## src/rtl/instr_encoder.sv

```systemverilog
// RV32I instruction encoder with a one-entry registered output stage and a word-address counter.
// Define INSTR_ENC_RANGE_CHECK_EN to drop out-of-range immediates (error=1) instead of truncating them.
module instr_encoder (
  input  logic        clk,
  input  logic        reset,
  input  logic        in_valid,
  output logic        in_ready,
  input  logic [3:0]  kind,
  input  logic [2:0]  funct3,
  input  logic        funct7b5,
  input  logic [4:0]  rd,
  input  logic [4:0]  rs1,
  input  logic [4:0]  rs2,
  input  logic [31:0] imm,
  output logic        out_valid,
  input  logic        out_ready,
  output logic [31:0] instr,
  output logic [31:0] addr,
  output logic        error,
  input  logic        clr_err
);

  localparam int unsigned XLEN  = 32;
  localparam int unsigned KINDW = 4;
  localparam int unsigned OPW   = 7;

  localparam logic [KINDW-1:0] K_LW    = KINDW'(0);
  localparam logic [KINDW-1:0] K_SW    = KINDW'(1);
  localparam logic [KINDW-1:0] K_R     = KINDW'(2);
  localparam logic [KINDW-1:0] K_IALU  = KINDW'(3);
  localparam logic [KINDW-1:0] K_BR    = KINDW'(4);
  localparam logic [KINDW-1:0] K_JAL   = KINDW'(5);
  localparam logic [KINDW-1:0] K_JALR  = KINDW'(6);
  localparam logic [KINDW-1:0] K_LUI   = KINDW'(7);
  localparam logic [KINDW-1:0] K_AUIPC = KINDW'(8);
  localparam logic [KINDW-1:0] K_NULL  = KINDW'(15);

  localparam logic [OPW-1:0] OP_LOAD   = 7'b0000011;
  localparam logic [OPW-1:0] OP_STORE  = 7'b0100011;
  localparam logic [OPW-1:0] OP_R      = 7'b0110011;
  localparam logic [OPW-1:0] OP_IALU   = 7'b0010011;
  localparam logic [OPW-1:0] OP_BRANCH = 7'b1100011;
  localparam logic [OPW-1:0] OP_JAL    = 7'b1101111;
  localparam logic [OPW-1:0] OP_JALR   = 7'b1100111;
  localparam logic [OPW-1:0] OP_LUI    = 7'b0110111;
  localparam logic [OPW-1:0] OP_AUIPC  = 7'b0010111;

  logic            valid_q, valid_d;
  logic [XLEN-1:0] instr_q, instr_d;
  logic [XLEN-1:0] addr_q, addr_d;
  logic            err_q, err_d;

  logic [XLEN-1:0] enc_word;
  logic            kind_ok;
  logic            imm_ok;
  logic            shift_op;
  logic            accept;
  logic            handshake;

  assign shift_op  = (funct3 == 3'b001) || (funct3 == 3'b101);
  assign in_ready  = !valid_q || out_ready;
  assign accept    = in_valid && in_ready;
  assign handshake = valid_q && out_ready;

  // Field placement per RV32I format; unused fields stay zero.
  always_comb begin
    enc_word = '0;
    kind_ok  = 1'b1;
    case (kind)
      K_LW:    enc_word = {imm[11:0], rs1, 3'b010, rd, OP_LOAD};
      K_SW:    enc_word = {imm[11:5], rs2, rs1, 3'b010, imm[4:0], OP_STORE};
      K_R:     enc_word = {1'b0, funct7b5, 5'b00000, rs2, rs1, funct3, rd, OP_R};
      K_IALU:  enc_word = shift_op ? {1'b0, funct7b5, 5'b00000, imm[4:0], rs1, funct3, rd, OP_IALU}
                                   : {imm[11:0], rs1, funct3, rd, OP_IALU};
      K_BR:    enc_word = {imm[12], imm[10:5], rs2, rs1, funct3, imm[4:1], imm[11], OP_BRANCH};
      K_JAL:   enc_word = {imm[20], imm[10:1], imm[11], imm[19:12], rd, OP_JAL};
      K_JALR:  enc_word = {imm[11:0], rs1, 3'b000, rd, OP_JALR};
      K_LUI:   enc_word = {imm[31:12], rd, OP_LUI};
      K_AUIPC: enc_word = {imm[31:12], rd, OP_AUIPC};
      K_NULL:  enc_word = '0;
      default: kind_ok  = 1'b0;
    endcase
  end

`ifdef INSTR_ENC_RANGE_CHECK_EN
  // Sign-extension checks: the bits above each field must all equal the field's sign bit.
  logic fits_i, fits_b, fits_j;
  assign fits_i = (imm[31:11] == '0) || (imm[31:11] == '1);
  assign fits_b = ((imm[31:12] == '0) || (imm[31:12] == '1)) && !imm[0];
  assign fits_j = ((imm[31:20] == '0) || (imm[31:20] == '1)) && !imm[0];

  always_comb begin
    imm_ok = 1'b1;
    case (kind)
      K_LW, K_SW, K_JALR: imm_ok = fits_i;
      K_IALU:             imm_ok = shift_op ? (imm[31:5] == '0) : fits_i;
      K_BR:               imm_ok = fits_b;
      K_JAL:              imm_ok = fits_j;
      K_LUI, K_AUIPC:     imm_ok = (imm[11:0] == '0);
      default:            imm_ok = 1'b1;
    endcase
  end
`else
  assign imm_ok = 1'b1;
`endif

  // Output register, address counter and sticky error; a new error wins over clr_err.
  always_comb begin
    valid_d = valid_q;
    instr_d = instr_q;
    addr_d  = addr_q;
    err_d   = err_q;
    if (handshake) begin
      valid_d = 1'b0;
      addr_d  = addr_q + XLEN'(4);
    end
    if (accept && kind_ok && imm_ok) begin
      valid_d = 1'b1;
      instr_d = enc_word;
    end
    if (clr_err) begin
      err_d = 1'b0;
    end
    if (accept && !(kind_ok && imm_ok)) begin
      err_d = 1'b1;
    end
  end

  always_ff @(posedge clk or posedge reset) begin
    if (reset) begin
      valid_q <= 1'b0;
      instr_q <= '0;
      addr_q  <= '0;
      err_q   <= 1'b0;
    end else begin
      valid_q <= valid_d;
      instr_q <= instr_d;
      addr_q  <= addr_d;
      err_q   <= err_d;
    end
  end

  assign out_valid = valid_q;
  assign instr     = instr_q;
  assign addr      = addr_q;
  assign error     = err_q;

endmodule

```

## config.mk

```make
export PLATFORM = sky130hd
export DESIGN_NAME = instr_encoder
export DESIGN_NICKNAME = d
export VERILOG_FILES = /design/src/rtl/instr_encoder.sv
export SDC_FILE = /design/constraint.sdc
export NUM_CORES = 1
export LEC_CHECK = 0
export CORE_MARGIN = 1
export CORE_UTILIZATION = 35
export DETAILED_ROUTE_END_ITERATION = 10
export PLACE_DENSITY_LB_ADDON = 0.25
export SLEW_MARGIN = 20
export SYNTH_ARGS = -nofsm -noshare
export SYNTH_HDL_FRONTEND = slang
export SYNTH_SLANG_ARGS = --single-unit
```

## constraint.sdc

```tcl
create_clock -name clk -period 2.6 [get_ports clk]
set_clock_uncertainty 0.1 [all_clocks]
set_input_delay 0.39 -clock clk [delete_from_list [all_inputs] [get_ports clk]]
set_output_delay 0.39 -clock clk [all_outputs]
set_load 0.03 [all_outputs]
```

==> reports/metrics.cfg <==
[status]
status=completed

[timing]
hold_viol=0
setup_tns_ns=0
setup_viol=0
rsz0062_at_grt=no
fin_crit_sh_pct=90.6
drv_slew=0
maxSlewHeadroom_pct=59.0
layout_min_cycle_time_ns=2.36
fmax_mhz=424
tightest_slew_ns=0.613

[detailed_routing]
routed_wl_mm=10.0
first_iter_violations=178
drtPass1Iterations=5
ant_nets=0
vias_per_cell=5.31
drt-wirelength-per-cell_um=15.6
num_vias=3412
post-route-drc-count=0

[finish]
antenna_cells=0
drive_above_1_share_pct=9.02
num-fill-cells=930
multi_input_area_um2=1810
nets=566
regArea_um2=1580
area_growth_pct=44.6

[global_route]
grt_pass1_vias=3208
antenna_found_initial=0
grt_util_all_layers_pct=19.7
grt_pass1_wl_mm=16.1
grt_max_degree=64
grt-ovfl-total=0

[power_and_ir_drop]
power.density_nw_per_um2=600
total_leakage_power_nw=2.15
worst_ir_drop_vdd_v=0.000233
p_total_mw=3.08

[synth]
yosysSeqAreaShare_pct=44.5
synth_area_um2=3550
synthCells=379
async_flop_share_pct=100
synth-edff-count=0
yosys_warnings=0
synth_ff_type=dfrtp_1
synth_seq_cells=63
synth_area_per_cell_um2=9.36
ys_types=58

[die]
start_util_pct=36.3
core_um2=9770
pin_count=127
dieHeight_um=103
fp.dieW_um=103
dieArea_um2=10500
row_count=36

[placement]
port_buffers=124
place.gp.congestion=0.913
dp_hpwl_mm=7.53

[worst_hold_path]
hp-class=in2async

[worst_setup_path]
critPathMaxFanout=4
worstSetupPathType=in2out
r2r_slack_ns=0.61
cp.arrival_ns=1.87
cp-end-kind=primary output
required_ns=2.11
critPathLaunchType=primary input
worstRegToRegCells=6

[clock_tree]
postCtsHoldBufs=0
cts_setup_buffers=0
clk_latency_ns=0.33
clock_sinks=63
h-tree-depth=3
cts_tree=done
path_clk_slew_ns=0.07
cts-root-buf=clkbuf_8
numCtsBuffers=9
post_cts_resized=0
clock_path_buffers=2

[flow_run]
maxCapViolCount=0

==> worst max-delay path, stage by stage <==
cell and delay (ns):
clkdlybuf4s50_1 0.54, nand2b_1 0.23, clkdlybuf4s50_1 0.70
==> final timing paths <==
kind,start,to
setup reg to reg,addr[2],addr[28]
hold reg to reg,addr[31],addr[31]
max in group asynchronous,reset,addr[15]
hold / removal,reset,addr[18]
min in group clk,addr[31],addr[31]
setup / recovery,out_ready,in_ready
==> report_power, final <==
part           leakage [nW]  switching, mW  internal, mW  total, mW
registers             0.821          0.121          1.11       1.23
logic                  1.23          0.565         0.460       1.02
clock network        0.0960          0.384         0.440      0.824
==> cell usage after synthesis, types with 6 or more instances <==
| master | instances | area [um^2] |
|---|---|---|
| o21ai_0 | 18 | 90.1 |
| nand3_1 | 11 | 55.1 |
| o21ai_1 | 9 | 45.0 |
| nand4_1 | 9 | 56.3 |
| a21oi_1 | 25 | 125 |
| nand2_1 | 50 | 188 |
| buf_2 | 11 | 55.1 |
| mux2i_1 | 6 | 60.1 |
| nor2b_1 | 10 | 62.6 |
| clkbuf_1 | 6 | 22.5 |
| xnor2_1 | 23 | 201 |
| nor3_1 | 6 | 30.0 |
| inv_1 | 9 | 33.8 |
| a22o_1 | 6 | 52.6 |
| dfrtp_1 | 63 | 1580 |
| nand2b_1 | 6 | 37.5 |
| o22ai_1 | 8 | 50.1 |
| nor2_1 | 23 | 86.3 |
| xor2_1 | 7 | 61.3 |
| a22oi_1 | 14 | 105 |
==> per-layer routing <==
layer,track usage [%],wire [um],up-vias
met5,0,0,-
met4,6.48,135,0
met3,3.19,686,14
met2,32.9,4880,155
met1,26.1,4330,1628
li1,-,-,1615
==> layout by cell type, fill, tap and decap left out, drive strengths merged, types with 2 or more instances in the layout <==
cell type      Yosys  routed
clkdlybuf4s50      0     124
a222oi             5       5
nand2             51      51
nor2              25      25
or3                2       2
clkbuf             6      10
nand3             13      13
dfrtp             63      63
a211oi             2       2
a21oi             26      26
a22oi             14      14
conb               1       2
nor2b             10      10
o22ai              8       8
nor3               8       8
xnor2             23      23
o21ai             27      27
xor2               7       7
buf               17      13
clkinv             0       4
a311oi             2       2
o22a               2       2
a22o               6       6
a32oi              3       3
inv                9       9
and3               4       4
mux2i              6       6
nand2b             6       6
or2                2       2
nor3b              2       2
nand4             11      11
and2               3       3
==> state kept, by name, summed over array words and instances (netlist names) <==
name and flops:
instr 31, addr 30, error 1, out_valid 1
==> cell families after synthesis <==
group / share of synthesized area [%]
buf+inv: 4.62
xor+xnor: 7.41
fa+ha+maj: 0.353
mux: 2.65
compound gates: 19.3
flops: 44.5
other cells: 0.106
simple gates: 21.1
==> cell type report <==
cell class / count / area share (%)
sequential: 63 / 30.8
clock buffer: 10 / 2.49
clock inverter: 6 / 1.20
tap: 133 / 3.25
multi-input combinational: 285 / 35.3
timing repair buffer: 137 / 26.4
inverter: 9 / 0.659
==> through the flow <==
| stage | area (um^2) | hold slack, ns | worst slack [ns] | utilization [%] | instances |
|---|---|---|---|---|---|
| detailed placement | 4940 | 0.360 | 0.192 | 50.5 | 627 |
| global route | 5130 | 0.376 | 0.206 | 52.4 | 643 |
| CTS | 5130 | 0.356 | 0.252 | 52.4 | 643 |
| finish | 5130 | 0.336 | 0.244 | 52.4 | 643 |
| global placement | 4940 | 0.357 | 0.265 | 50.5 | 627 |
| floorplan | 3550 | 0.399 | 0.540 | - | 380 |
No activity file was read; power rests on OpenSTA's default activity.
